--- config.mk ---
export PLATFORM = sky130hd
export DESIGN_NAME = sig_dump_ctrl
export DESIGN_NICKNAME = d
export VERILOG_FILES = /design/src/rtl/sig_dump_ctrl.sv
export SDC_FILE = /design/constraint.sdc
export NUM_CORES = 1
export LEC_CHECK = 0
export ABC_AREA = 1
export CAP_MARGIN = 40
export CORE_MARGIN = 1
export CORE_UTILIZATION = 59
export DETAILED_ROUTE_END_ITERATION = 16
export DONT_BUFFER_PORTS = 1
export PLACE_DENSITY_LB_ADDON = 0.12
export SLEW_MARGIN = 40
export SYNTH_ARGS = -nofsm -noshare
export SYNTH_HDL_FRONTEND = slang
export SYNTH_SLANG_ARGS = --single-unit
export TNS_END_PERCENT = 10
--- constraint.sdc ---
create_clock -name clk -period 2.4 [get_ports clk]
set_clock_uncertainty 0.1 [all_clocks]
set_input_delay 0.48 -clock clk [delete_from_list [all_inputs] [get_ports clk]]
set_output_delay 0.48 -clock clk [all_outputs]
set_load 0.005 [all_outputs]
--- src/rtl/sig_dump_ctrl.sv ---
// End-of-test signature dumper: on a rising test-end flag, reads the signature
// window from instruction memory one word at a time and streams it to a sink.
module sig_dump_ctrl #(
  parameter int unsigned MAX_WORDS  = 1024,
  parameter int unsigned RD_TIMEOUT = 64,
  parameter int unsigned CNT_W      = 16
) (
  input  logic             clk,
  input  logic             rst,
  input  logic [31:0]      end_flag_i,
  input  logic [31:0]      begin_sig_i,
  input  logic [31:0]      end_sig_i,
  output logic             mem_req_o,
  output logic [31:0]      mem_addr_o,
  input  logic             mem_rvalid_i,
  input  logic [31:0]      mem_rdata_i,
  output logic             dump_valid_o,
  output logic [31:0]      dump_data_o,
  output logic             dump_last_o,
  input  logic             dump_ready_i,
  output logic             done_o,
  output logic             err_o,
  output logic [CNT_W-1:0] dump_count_o
);

  localparam int unsigned TMO_W = $clog2(RD_TIMEOUT + 1);

  typedef enum logic [2:0] {
    S_IDLE,
    S_CHECK,
    S_REQ,
    S_WAIT,
    S_OUT,
    S_DONE,
    S_ERR
  } state_e;

  state_e             state_q, state_d;
  logic               flag_q, flag_d;
  logic [31:0]        addr_q, addr_d;
  logic [31:0]        end_q, end_d;
  logic [31:0]        hold_q, hold_d;
  logic [CNT_W-1:0]   count_q, count_d;
  logic [TMO_W-1:0]   tmo_q, tmo_d;

  logic               flag_hit;
  logic               is_last;
  logic               range_bad;
  logic [31:0]        span;

  assign flag_hit  = (end_flag_i == 32'h1);
  assign span      = end_sig_i - begin_sig_i;
  // span is only meaningful once begin<=end is known; the OR keeps that ordering harmless
  assign range_bad = (begin_sig_i[1:0] != 2'b00) || (end_sig_i[1:0] != 2'b00) ||
                     (begin_sig_i > end_sig_i) || ((span >> 2) > 32'(MAX_WORDS));
  assign is_last   = ((addr_q + 32'd4) == end_q);
  assign dump_count_o = count_q;

  always_comb begin
    state_d      = state_q;
    flag_d       = flag_hit;
    addr_d       = addr_q;
    end_d        = end_q;
    hold_d       = hold_q;
    count_d      = count_q;
    tmo_d        = tmo_q;
    mem_req_o    = 1'b0;
    mem_addr_o   = '0;
    dump_valid_o = 1'b0;
    dump_data_o  = '0;
    dump_last_o  = 1'b0;
    done_o       = 1'b0;
    err_o        = 1'b0;

    case (state_q)
      S_IDLE: begin
        if (flag_hit && !flag_q) state_d = S_CHECK;
      end
      S_CHECK: begin
        addr_d  = begin_sig_i;
        end_d   = end_sig_i;
        count_d = '0;
        if (range_bad)                       state_d = S_ERR;
        else if (begin_sig_i == end_sig_i)   state_d = S_DONE;
        else                                 state_d = S_REQ;
      end
      S_REQ: begin
        mem_req_o  = 1'b1;
        mem_addr_o = addr_q;
        tmo_d      = '0;
        state_d    = S_WAIT;
      end
      S_WAIT: begin
        if (mem_rvalid_i) begin
          hold_d  = mem_rdata_i;
          state_d = S_OUT;
        end else if (tmo_q == TMO_W'(RD_TIMEOUT - 1)) begin
          state_d = S_ERR;
        end else begin
          tmo_d = tmo_q + 1'b1;
        end
      end
      S_OUT: begin
        dump_valid_o = 1'b1;
        dump_data_o  = hold_q;
        dump_last_o  = is_last;
        if (dump_ready_i) begin
          addr_d  = addr_q + 32'd4;
          count_d = count_q + 1'b1;
          state_d = is_last ? S_DONE : S_REQ;
        end
      end
      S_DONE: begin
        done_o = 1'b1;
        if (!flag_hit) state_d = S_IDLE;
      end
      S_ERR: begin
        err_o = 1'b1;
        if (!flag_hit) state_d = S_IDLE;
      end
      default: state_d = S_IDLE;
    endcase
  end

  always_ff @(posedge clk) begin
    if (!rst) begin
      state_q <= S_IDLE;
      flag_q  <= 1'b0;
      addr_q  <= '0;
      end_q   <= '0;
      hold_q  <= '0;
      count_q <= '0;
      tmo_q   <= '0;
    end else begin
      state_q <= state_d;
      flag_q  <= flag_d;
      addr_q  <= addr_d;
      end_q   <= end_d;
      hold_q  <= hold_d;
      count_q <= count_d;
      tmo_q   <= tmo_d;
    end
  end

endmodule

Word-level counts from Yosys, hierarchy flattened. Index checks and enable logic that the tools add are counted.

Register bits after elaboration: 123. Input port bits: 132. Output and inout port bits: 85.

Add/subtract/negate cells: 4. Magnitude comparators: 2. Eq/ne operators: 16. Mux-type cells: 23. Reduce and logical (&&, ||, !) cells: 15.

Operators with widths (count): 32-bit 2-to-1 mux (3); 32-bit equality test (2); 32-bit case mux with 2 select lines (1); 32-bit by 3-bit adder with 32-bit output (second input constant) (1); 32-bit by 1-bit equality test with 1-bit output (second input constant) (1); 32-bit > comparator (1); 16-bit case mux with 2 select lines (1); 32-bit subtractor (1); 30-bit by 11-bit > comparator with 1-bit output (second input constant) (1); 3-bit 2-to-1 mux (8); 3-bit case mux with 6 select lines (1); 16-bit by 1-bit adder with 16-bit output (second input constant) (1); 16-bit 2-to-1 mux (1); 7-bit 2-to-1 mux (2); 7-bit case mux with 2 select lines (1); 2-bit inequality test (second input constant) (5); 3-bit equality test (second input constant) (3); 2-bit nonzero test (4); 7-bit by 1-bit adder with 7-bit output (second input constant) (1); 7-bit by 6-bit equality test with 1-bit output (second input constant) (1); 3-bit by 2-bit equality test with 1-bit output (second input constant) (2); 1-bit 2-to-1 mux (5); 2-bit AND reduction (2); 4-bit AND reduction (1); 8 further kinds (10).

Depth between registers and ports, before layout. Gate-level depths: netlist of run 1.

Depth in word-level cells: 6. Depth in mapped cells: 22. Mapped depth without buffers: 22.

Least setup slack after synthesis of run 1. OpenSTA, ideal clock, no wires.

Path kind: register -> output. Start: reg addr_q[3]. End: out dump_last_o. Arrival time: 1828 ps. Required time: 1820 ps. Setup slack: -8 ps. Cell stages (with the launch flop): 14. Buffers on the path: 0. Cell sequence: dfxtp_1 ha_1 nand3_1 nor2_4 nand2_2 nor2_4 nand2_1 nand2_1 nand2_1 nand2_1 nand2_1 nor4b_1 nand4_1 nor3_1.

Word-level cells in the longest chain between the ends: 3.

Ends and longest elaborated chain: start: declaration (line 40) `logic [31:0] addr_q, addr_d;`; start signal: assignment (line 137) `addr_q <= addr_d;`; 32-bit by 3-bit adder with 32-bit output (line 56) `assign is_last = ((addr_q + 32'd4) == end_q);`; 32-bit equality test (line 56); 1-bit 2-to-1 mux (line 75) `case (state_q)`; end: declaration (line 19) `output logic dump_last_o,`.

Every way passes these cells.

Worst setup path after layout of run 1. Ends and elaborated chain as after synthesis.

==> results of run 1 <==
## cell families after synthesis
logic type	after synthesis
AOI/OAI and AO/OA	249
xor gates and xnor gates	12
buffers and inverters	356
and+or+nand+nor	973
DFF	123
adders and majority gates	35
## final timing paths
kind	cells past startpoint	endpoint	slack, ps	startpoint
setup / recovery	13	dump_last_o	-700	addr_q[3]$_SDFFE_PN0P_
hold reg to reg	2	hold_q[17]$_SDFFE_PN0P_	350	hold_q[17]$_SDFFE_PN0P_
hold / removal	2	hold_q[3]$_SDFFE_PN0P_	90	rst
setup reg to reg	20	state_q[0]$_SDFFE_PN0P_	-360	addr_q[3]$_SDFFE_PN0P_
## layer usage
metal  share of wire [%]  wire, um  GRT usage [%]  vias to the layer above
li1                    -         -              -                     5909
met1                  40     14000           51.5                     5409
met2                  46     16200           64.8                      681
met3                  11      3970           10.2                      117
met4                 3.6      1280           17.2                        0
met5                   0         0              0                        -
## per-stage QoR
| step | util, % | cells | power, W |
|---|---|---|---|
| floorplan | - | 1748 | 0.00468 |
| global placement | 72.5 | 2144 | 0.00592 |
| detailed placement | 72.5 | 2144 | 0.00598 |
| CTS | 77.6 | 2181 | 0.00885 |
| global route | 78.1 | 2182 | 0.00949 |
| finish | 78.1 | 2184 | 0.00903 |
## flip-flops by register name (all words and copies together), names as in the netlist
signal,count
dump_count_o,16
state_q,3
flag_q,1
end_q,32
hold_q,32
addr_q,32
tmo_q,7
## cell usage in the layout (no fill, tap or decap), drive strengths merged, types with 2 or more instances in the layout
master    n
nand2   538
inv     315
nor2    238
buf     235
nand3   126
dfxtp   123
o21ai   106
a21oi   105
ha       35
a31oi    26
nand4    22
nor3     20
clkbuf   18
xor2      9
nor3b     8
nor4      6
and2      4
o211ai    4
xnor3     3
nand3b    3
and3      3
clkinv    3
diode     2
o21ba     2
or2       2
a21o      2
o21bai    2
bufinv    2
nor4b     2
## timing repair
item | CTS | global route
endpoints found under the setup margin | 5 | 30
setup buffers | 5 | 1
hold buffers | 0 | 0
pin swaps | 20 | 11
resized for setup | 50 | 24
## worst max-delay path, cell delays in order (launching register included)
cell	delay, ps
dfxtp_2	350
buf_4	130
nand2_2	70
nor2_4	130
buf_4	150
nand2_2	100
nor2_4	130
buf_4	130
buf_4	110
nand2_2	80
xnor3_1	260
nor3_2	140
nand3_1	100
nor3_2	220
## cell type report
| cell class | count | area [um^2] |
|---|---|---|
| Inverter | 307 | 1150 |
| Tap cell | 216 | 270 |
| Multi-Input combinational cell | 1269 | 6230 |
| Clock buffer | 18 | 439 |
| Antenna cell | 2 | 5.00 |
| Sequential cell | 123 | 2480 |
| Clock inverter | 14 | 174 |
| Fill cell | 1258 | 3510 |
| Timing Repair Buffer | 235 | 1790 |
## where the power goes
| group | switching (W) | internal (W) |
|---|---|---|
| clock | 0.00110 | 0.00160 |
| sequential | 0.000251 | 0.00233 |
| combinational | 0.00220 | 0.00155 |
==> results.sh, run 1 <==
export IMPL_period_minus_slack_ps=3100
export IMPL_synth_warnings=0
export IMPL_drt_wl_total_mm=35.5
export IMPL_power_density_nw_per_um2=720
export IMPL_violations="negative setup slack"
export IMPL_tns_ps=-1720
export IMPL_final_area_um2=12500
export IMPL_core_area_um2=16100
export IMPL_hold_viol=0
export IMPL_synth_area_per_cell_um2=5.62
export IMPL_synthTopCellsByArea="dfxtp_1 25%, nand2_1 20%, inv_1 11%, nor2_1 8.4%, nand3_1 6.3%"
export IMPL_dp_hpwl_mm=26.9
export IMPL_num_rows=46
export IMPL_initial_core_util_pct=61.2
export IMPL_grt_pass1_vias=10600
export IMPL_critPathKind="register to primary output"
export IMPL_io_pins=217
export IMPL_synth_top_family_by_area="simple AND/OR/NAND/NOR gates"
export IMPL_dpl_cell_area_um2=11600
export IMPL_synth_seq_cells=123
export IMPL_yosys_top_cells_count="528 x nand2_1, 300 x inv_1, 221 x nor2_1"
export IMPL_syn_num_nets=1915
export IMPL_max_clock_freq_mhz=323
export IMPL_ys_seq_area_share_pct=25.1
export IMPL_synth_compound_area_share_pct=13.4
export IMPL_setup_slack_ps=-699
export IMPL_synth_edff_count=0
export IMPL_synthAdderAreaFrac_pct=4.46
export IMPL_final_layout_size_suffix_gt1_share_pct=19.2
export IMPL_synth_top_flop_cell="dfxtp_1"
export IMPL_min_period_over_period_pct=129
export IMPL_drv_cap=0
export IMPL_critPathArrivalTime_ps=2520
export IMPL_postRouteAntennaNets=0
export IMPL_status="finished, violations left"
export IMPL_cts_root_buf="clkbuf_16"
export IMPL_cts_buffers=17
export IMPL_die_h_um=131
export IMPL_h_tree_depth=4
export IMPL_portBuffers=0
export IMPL_cts_tree="done"
export IMPL_end_kind="primary output"
export IMPL_grt_pass1_wl_mm=52.4
export IMPL_netlist_instances=1748
export IMPL_worstMarginPinSlew_ps=604
export IMPL_finalSetupViolCount=4
export IMPL_fp_dieArea_um2=17200
export IMPL_cts_sinks=123
export IMPL_start_kind="register"
export IMPL_power_leakage_nw=6.12
export IMPL_grt_usage_pct=40.4
export IMPL_preCtsSetupSlack_ps=-494
export IMPL_synthMuxAreaShare_pct=0
export IMPL_ys_async_sr_fraction_pct=0
export IMPL_die_w_um=131
export IMPL_ir_drop_uv=673
export IMPL_synth_xor_area_share_pct=1.49
export IMPL_synth_most_common_cell="nand2_1"
export IMPL_avgRoutedWirePerCell_um=16.2
export IMPL_antenna_found_initial=3
export IMPL_synthSimpleGateAreaFrac_pct=41.9
export IMPL_timing_hold_ws_ps=89.3
export IMPL_grt_start_max_net_pins=100
export IMPL_fin_nets=2120
export IMPL_crit_path_max_fanout=4
export IMPL_synth_top_area_share_pct=25.1
export IMPL_area_growth_syn_to_layout_pct=27.6
export IMPL_worstPathRequired_ps=1820
export IMPL_via_count=12100
export IMPL_yosysTopAreaCell="dfxtp_1"
export IMPL_grt_ovfl_total=0
export IMPL_drt_iter0_drc=1257
export IMPL_drc=0
export IMPL_clock_path_buffers=2
export IMPL_drt_first_pass_iters=6
export IMPL_gp_congestion=1.04
export IMPL_grt_setup_unrepaired="yes"
export IMPL_ys_types=44
export IMPL_clkTransAtPathRegs_ps=60
export IMPL_hp_class="input port to register"
export IMPL_insertion_delay_ps=430
export IMPL_relSlewSlack_pct=59.7
export IMPL_slew_violations=0
export IMPL_netlist_area_um2=9830
export IMPL_via_per_inst=5.55
Power figures use the tool's default switching activity.
==> inputs of run 2 (changes only) <==
Settings changed: SETUP_SLACK_MARGIN set to 0.5.
==> run 2 against run 1 <==
The flow now stops in global routing. Area after synthesis stayed put. Synthesized cell count stayed put.
==> results.sh, run 2 <==
export IMPL_status="stopped before the end"
export IMPL_stop_stage="global routing"
export IMPL_first_error="[ERROR GRT-0232] Routing congestion too high. Check the congestion heatmap in the GUI."
export IMPL_synth_seq_cells=123
export IMPL_synthSimpleGateAreaFrac_pct=41.9
export IMPL_portBuffers=0
export IMPL_clock_path_buffers=2
export IMPL_synth_top_family_by_area="simple AND/OR/NAND/NOR gates"
export IMPL_worst_endpoint="dump_last_o"
export IMPL_grt_usage_pct=78.2
export IMPL_synth_edff_count=0
export IMPL_initial_core_util_pct=61.2
export IMPL_cts_root_buf="clkbuf_16"
export IMPL_syn_num_nets=1915
export IMPL_netlist_instances=1748
export IMPL_synth_top_area_share_pct=25.1
export IMPL_synth_warnings=0
export IMPL_gp_congestion=0.968
export IMPL_synth_xor_area_share_pct=1.49
export IMPL_netlist_area_um2=9830
export IMPL_cts_sinks=123
export IMPL_grt_start_max_net_pins=100
export IMPL_grt_ovfl_total=70
export IMPL_synth_top_flop_cell="dfxtp_1"
export IMPL_yosys_top_cells_count="528 x nand2_1, 300 x inv_1, 221 x nor2_1"
export IMPL_ys_types=44
export IMPL_yosysTopAreaCell="dfxtp_1"
export IMPL_cts_buffers=17
export IMPL_num_rows=46
export IMPL_synth_area_per_cell_um2=5.62
export IMPL_synthTopCellsByArea="dfxtp_1 25%, nand2_1 20%, inv_1 11%, nor2_1 8.4%, nand3_1 6.3%"
export IMPL_die_h_um=131
export IMPL_ys_async_sr_fraction_pct=0
export IMPL_synth_most_common_cell="nand2_1"
export IMPL_synth_compound_area_share_pct=13.4
export IMPL_io_pins=217
export IMPL_h_tree_depth=4
export IMPL_ys_seq_area_share_pct=25.1
export IMPL_synthAdderAreaFrac_pct=4.46
export IMPL_synthMuxAreaShare_pct=0
export IMPL_die_w_um=131
export IMPL_worstEndpointType="output port"
export IMPL_dpl_cell_area_um2=12100
export IMPL_dp_hpwl_mm=26.5
## run 2: cell counts after synthesis
Identical to the previous run, type by type.
## run 2: cells by family after synthesis
group	after synthesis
and+or+nand+nor	973
buffers and inverters	356
AOI/OAI and AO/OA	249
xor gates and xnor gates	12
DFF	123
adders and majority gates	35
## run 2: layer usage
layer / overflow / track usage (%)
met4: 24 / 75.0
met3: 5 / 65.7
met2: 33 / 91.8
met5: 2 / 45.3
met1: 6 / 79.0
## run 2: per-stage QoR
stage	setup TNS, ps	util (%)	instances	worst slack (ps)
after floorplan	0	-	1748	83.4
after global placement	-1620	75.5	2149	-469
after detailed placement	-1590	75.5	2149	-451
after CTS	-1320	85.2	2194	-673
## run 2: repair_timing
item | CTS
gates cloned | 3
gates resized for setup | 205
hold buffers | 0
pin swaps | 75
setup buffers | 10
setup endpoints to repair | 101
==> inputs of run 3 (changes only) <==
Settings changed: CORE_UTILIZATION 59 to 40, PLACE_DENSITY_LB_ADDON 0.12 to 0.15, SETUP_SLACK_MARGIN 0.5 to not set.
Clock period 2.4 ns to 3.1 ns, I/O delays scaled along.
==> run 3 against run 2 <==
The flow now finishes, with violations (negative setup slack).
==> results.sh, run 3 (same netlist as run 1, synthesis figures left out) <==
export IMPL_postRouteAntennaNets=0
export IMPL_p_sw_share_pct=39.8
export IMPL_grt_usage_pct=26.6
export IMPL_fp_dieArea_um2=25200
export IMPL_ir_drop_uv=418
export IMPL_status="finished, violations left"
export IMPL_slew_violations=0
export IMPL_timing_hold_ws_ps=227
export IMPL_insertion_delay_ps=430
export IMPL_avgRoutedWirePerCell_um=15.9
export IMPL_utilization_pct=47.2
export IMPL_dp_cells=2095
export IMPL_num_rows=57
export IMPL_p_switching_w=0.00257
export IMPL_hp_class="input port to register"
export IMPL_crit_path_max_fanout=4
export IMPL_setup_slack_ps=-244
export IMPL_die_w_um=159
export IMPL_gp_congestion=0.937
export IMPL_cts_buffers=17
export IMPL_power_leakage_nw=5.34
export IMPL_drc=0
export IMPL_grt_ovfl_total=0
export IMPL_fin_nets=1965
export IMPL_drt_iter0_drc=748
export IMPL_drt_wl_total_mm=33.9
export IMPL_final_layout_size_suffix_gt1_share_pct=11.0
export IMPL_multi_input_area_um2=6180
export IMPL_clockPowerShare_pct=30.7
export IMPL_portBuffers=0
export IMPL_io_pins=217
export IMPL_drv_cap=0
export IMPL_cts_tree="done"
export IMPL_min_period_over_period_pct=108
export IMPL_core_area_um2=24200
export IMPL_clock_path_buffers=2
export IMPL_reg_top3="addr_q x32, end_q x32, hold_q x32"
export IMPL_start_kind="register"
export IMPL_regArea_um2=2480
export IMPL_worst_path_largest_cell_delay_ps=370
export IMPL_pwr_share_comb_pct=38.5
export IMPL_die_h_um=159
export IMPL_grt_pass1_wl_mm=52.8
export IMPL_cts_root_buf="clkbuf_16"
export IMPL_p_total_w=0.00644
export IMPL_via_per_inst=5.05
export IMPL_h_tree_depth=4
export IMPL_antenna_found_initial=0
export IMPL_dp_hpwl_mm=27.0
export IMPL_area_growth_syn_to_layout_pct=16.0
export IMPL_layout_commonest_cell="nand2_1"
export IMPL_critPathMostFrequentCell="nand2_2"
export IMPL_critPathKind="register to primary output"
export IMPL_end_kind="primary output"
export IMPL_whs_path_depth=2
export IMPL_power_density_nw_per_um2=565
export IMPL_grt_start_max_net_pins=100
export IMPL_worstPathRequired_ps=2380
export IMPL_hold_viol=0
export IMPL_grt_pass1_vias=10300
export IMPL_final_cell_mix="513 x nand2_1, 298 x inv_1, 215 x nor2_1, 120 x nand3_1, 113 x dfxtp_1"
export IMPL_relSlewSlack_pct=54.9
export IMPL_layout_cells_non_filler=2135
export IMPL_ff2ff_path_depth=19
export IMPL_via_count=10800
export IMPL_antenna_cells=0
export IMPL_cp_cell_sequence="ha_4, nand3_4, nor2_4, nand2_2, nor2_4, nand2_2, nand2_2, nand2_1, nand2_1, nand2_2, nor4b_4, nand4_1, nor3_2, buf_4"
export IMPL_period_minus_slack_ps=3340
export IMPL_critPathArrivalTime_ps=2620
export IMPL_max_clock_freq_mhz=299
export IMPL_drt_first_pass_iters=8
export IMPL_p_seq_share_pct=30.8
export IMPL_violations="negative setup slack"
export IMPL_initial_core_util_pct=40.7
export IMPL_cts_sinks=123
export IMPL_clkTransAtPathRegs_ps=60
export IMPL_worstMarginPinSlew_ps=676
export IMPL_cp_slowest_cell="dfxtp_4"
export IMPL_nFillCells=2656
export IMPL_p_int_w=0.00388
export IMPL_holdBufCountCts=0
export IMPL_finalSetupViolCount=1
export IMPL_grt_setup_unrepaired="yes"
## run 3: stage by stage
stage / TNS, ps / area (um^2) / setup slack [ps]
2_1_floorplan: 0 / 9830 / 552
3_3_place_gp: -378 / 10600 / -125
3_5_place_dp: -392 / 10600 / -122
4_1_cts: -322 / 11300 / -322
5_1_grt: -373 / 11400 / -373
6_report: -244 / 11400 / -244
## run 3: power groups by stage
| stage | registers (W) | logic [W] | clock network, W |
|---|---|---|---|
| 2_1_floorplan | 0.00197 | 0.00165 | 0 |
| 3_3_place_gp | 0.00200 | 0.00232 | 0 |
| 3_5_place_dp | 0.00200 | 0.00233 | 0 |
| 4_1_cts | 0.00198 | 0.00240 | 0.00202 |
| 5_1_grt | 0.00201 | 0.00279 | 0.00207 |
| 6_report | 0.00199 | 0.00248 | 0.00198 |
## run 3: timing repair
action,4_1_cts,5_1_grt
endpoints found under the hold margin,0,0
buffers inserted,5,3
endpoints found under the setup margin,1,1
gates resized for setup,28,27
cloned,0,0
pin swaps,11,14
## run 3: worst max-delay path, delay by kind of cell (launching register included)
family | cells | cell delay (ps)
and+or+nand+nor | 12 | 1530
DFF | 1 | 370
adders and majority gates | 1 | 160
buffers and inverters | 1 | 140
## run 3: path summary, 6_finish.rpt
| check | start | endpoint | slack (ps) |
|---|---|---|---|
| setup reg to reg | addr_q[3]$_SDFFE_PN0P_ | state_q[1]$_SDFFE_PN0P_ | 570 |
| hold reg to reg | hold_q[9]$_SDFFE_PN0P_ | hold_q[9]$_SDFFE_PN0P_ | 350 |
| setup / recovery | addr_q[3]$_SDFFE_PN0P_ | dump_last_o | -240 |
| hold / removal | rst | hold_q[12]$_SDFFE_PN0P_ | 230 |
## run 3: per-layer routing
| metal | track usage, % | up-vias | share of wire (%) |
|---|---|---|---|
| met2 | 44.1 | 332 | 46 |
| met1 | 34.0 | 4817 | 45 |
| met3 | 4.62 | 51 | 6.1 |
| met5 | 0 | - | 0 |
| met4 | 10.6 | 0 | 2.7 |
| li1 | - | 5591 | - |
## run 3: final cells by class
class	instances	share of cell area, %
clock buffers	17	3.73
clock inverters	15	1.34
inverters	307	10.1
multi-input cells	1269	54.2
flip-flops and latches	123	21.8
well taps	324	3.55
repair buffers	80	5.30
==> inputs of run 4 (changes only) <==
Settings changed: ABC_AREA 1 to not set, PLACE_DENSITY set to 0.52, PLACE_DENSITY_LB_ADDON 0.15 to not set.
==> run 4 against run 3 <==
The flow still finishes with violations (negative setup slack). Clock power increased by 8%. Die area shrank 6.6%. Sequential power is essentially flat. Setup slack worse by 120 ps. Register-to-register slack worse by 430 ps. Critical endpoint unchanged.
==> results.sh, run 4 <==
export IMPL_holdBufCountCts=0
export IMPL_avgRoutedWirePerCell_um=18.8
export IMPL_critPathKind="register to primary output"
export IMPL_ys_seq_area_share_pct=26.8
export IMPL_drt_wl_total_mm=32.1
export IMPL_ff2ff_path_depth=13
export IMPL_synth_top_flop_cell="dfxtp_1"
export IMPL_grt_setup_unrepaired="yes"
export IMPL_drt_iter0_drc=828
export IMPL_synth_area_per_cell_um2=7.07
export IMPL_crit_path_max_fanout=6
export IMPL_worstPathRequired_ps=2380
export IMPL_violations="negative setup slack"
export IMPL_cp_slowest_cell="or3_4"
export IMPL_cts_sinks=123
export IMPL_final_cell_mix="231 x nand2_1, 171 x buf_4, 158 x a21oi_1, 113 x dfxtp_1, 89 x nor2_1"
export IMPL_clock_path_buffers=2
export IMPL_slew_violations=0
export IMPL_cp_endpoint="dump_last_o"
export IMPL_postRouteAntennaNets=0
export IMPL_die_w_um=153
export IMPL_synth_most_common_cell="nand2_1"
export IMPL_r2r_end="state_q[0]$_SDFFE_PN0P_"
export IMPL_layout_cells_non_filler=1708
export IMPL_grt_start_max_net_pins=57
export IMPL_drc=0
export IMPL_cts_buffers=17
export IMPL_portBuffers=0
export IMPL_grt_ovfl_total=0
export IMPL_relSlewSlack_pct=52.7
export IMPL_grt_pass1_wl_mm=50.1
export IMPL_ir_drop_uv=393
export IMPL_critPathArrivalTime_ps=2750
export IMPL_hold_viol=0
export IMPL_preCtsSetupSlack_ps=-306
export IMPL_antenna_found_initial=1
export IMPL_final_area_um2=11400
export IMPL_fin_nets=1577
export IMPL_dp_hpwl_mm=24.6
export IMPL_cts_tree="done"
export IMPL_power_density_nw_per_um2=549
export IMPL_synth_seq_cells=123
export IMPL_clkTransAtPathRegs_ps=70
export IMPL_worstMarginPinSlew_ps=707
export IMPL_synth_edff_count=0
export IMPL_end_kind="primary output"
export IMPL_grt_usage_pct=27.3
export IMPL_finalSetupViolCount=1
export IMPL_synth_top_area_share_pct=26.8
export IMPL_power_leakage_nw=4.53
export IMPL_final_layout_size_suffix_gt1_share_pct=20.4
export IMPL_h_tree_depth=4
export IMPL_layout_commonest_cell="nand2_1"
export IMPL_min_period_over_period_pct=112
export IMPL_area_growth_syn_to_layout_pct=24.8
export IMPL_reg_top3="addr_q x32, end_q x32, hold_q x32"
export IMPL_grt_pass1_vias=8865
export IMPL_dp_cells=1668
export IMPL_core_area_um2=22600
export IMPL_synthTopCellsByArea="dfxtp_1 27%, nand2_1 9.6%, a21oi_1 8.8%, ha_1 4.8%, and2_1 4.6%"
export IMPL_num_rows=55
export IMPL_initial_core_util_pct=40.6
export IMPL_ys_types=85
export IMPL_via_per_inst=5.66
export IMPL_period_minus_slack_ps=3470
export IMPL_p_total_w=0.00629
export IMPL_worst_path_largest_cell_delay_ps=370
export IMPL_drv_cap=0
export IMPL_insertion_delay_ps=420
export IMPL_syn_num_nets=1464
export IMPL_netlist_instances=1297
export IMPL_start_kind="register"
export IMPL_status="finished, violations left"
export IMPL_ys_async_sr_fraction_pct=0
export IMPL_drt_first_pass_iters=8
export IMPL_antenna_cells=0
export IMPL_via_count=9660
export IMPL_hp_class="input port to register"
export IMPL_cp_cell_sequence="buf_4, and4_4, nand4_4, or3_4, a32o_2, nor4_4, and4_4, nand4_4, inv_2"
export IMPL_setup_slack_ps=-365
export IMPL_max_clock_freq_mhz=289
export IMPL_io_pins=217
export IMPL_yosysTopAreaCell="dfxtp_1"
export IMPL_reg2reg_slack_ps=140
export IMPL_cts_root_buf="clkbuf_16"
export IMPL_yosys_top_cells_count="234 x nand2_1, 161 x a21oi_1, 123 x dfxtp_1"
export IMPL_gp_congestion=0.950
export IMPL_rr_startpoint="addr_q[8]$_SDFFE_PN0P_"
export IMPL_dpl_cell_area_um2=10400
export IMPL_fp_dieArea_um2=23500
export IMPL_synth_warnings=0
export IMPL_die_h_um=153
export IMPL_netlist_area_um2=9170
export IMPL_worstSetupStartpoint="addr_q[3]$_SDFFE_PN0P_"
-- run 4: cell types whose count changed in the layout (fill, tap and decap cells not counted), moves of 40 or more --
cell	before	now
a21oi_1	104	158
and2_1	4	66
buf_4	79	171
inv_1	298	51
nand2_1	513	231
nand3_1	120	33
nor2_1	215	89
o21ai_0	102	62
-- run 4: cell families after synthesis --
group	after synthesis	share of synthesized area (%)
AND/OR/NAND/NOR	582	31.8
AO/OA/AOI/OAI	350	23.5
buffers and inverters	135	6.21
flip-flops	123	26.8
XOR/XNOR	69	6.59
adder cells (fa/ha/maj)	35	4.77
multiplexers	3	0.341
-- run 4: worst min-delay path by stage --
stage                          startpoint                 endpoint  slack (ps)  depth (start not counted)
global route              mem_rdata_i[23]  hold_q[23]$_SDFFE_PN0P_         210                          2
finish                                rst  addr_q[24]$_SDFFE_PN0P_         220                          1
floorplan           tmo_q[6]$_SDFFE_PN0P_    tmo_q[6]$_SDFFE_PN0P_         310                          2
CTS                                   rst  addr_q[24]$_SDFFE_PN0P_         200                          1
detailed placement  tmo_q[6]$_SDFFE_PN0P_    tmo_q[6]$_SDFFE_PN0P_         330                          2
global placement    tmo_q[6]$_SDFFE_PN0P_    tmo_q[6]$_SDFFE_PN0P_         320                          2
-- run 4: worst max-delay path: cells and delay by family (launching register included) --
family	cells	cell delay, ps
AND/OR/NAND/NOR	6	1480
flip-flops	1	350
AO/OA/AOI/OAI	1	250
buffers and inverters	2	230
-- run 4: layout make-up --
class                   instances  area [um^2]
flip-flops and latches        123         2480
multi-input cells            1039         6450
clock inverters                14          184
fillers                      2310        11100
clock buffers                  18          439
inverters                      54          204
well taps                     285          357
repair buffers                175         1340
-- run 4: per-layer routing --
layer,up-vias,track usage (%),share of wire (%)
met4,2,6.48,1.2
met2,314,40.1,43
met3,26,7.49,7.3
met5,-,0,0.034
met1,4511,39.0,49
li1,4807,-,-
-- run 4: repair_timing --
action	4_1_cts	5_1_grt
pin swaps	12	14
endpoints found under the hold margin	0	0
setup buffers	3	5
gates resized for setup	27	41
endpoints found under the setup margin	3	39
-- run 4: per-stage QoR --
stage / hold slack, ps / util (%) / TNS (ps)
finish: 215 / 50.7 / -365
global route: 210 / 50.7 / -489
CTS: 202 / 49.6 / -412
detailed placement: 327 / 46.3 / -1080
global placement: 325 / 46.2 / -937
floorplan: 312 / - / -11.0
-- run 4: power by group --
| part | switching [W] | internal (W) | total [W] |
|---|---|---|---|
| sequential | 0.000209 | 0.00176 | 0.00197 |
| combinational | 0.00123 | 0.000960 | 0.00219 |
| clock | 0.000824 | 0.00130 | 0.00213 |
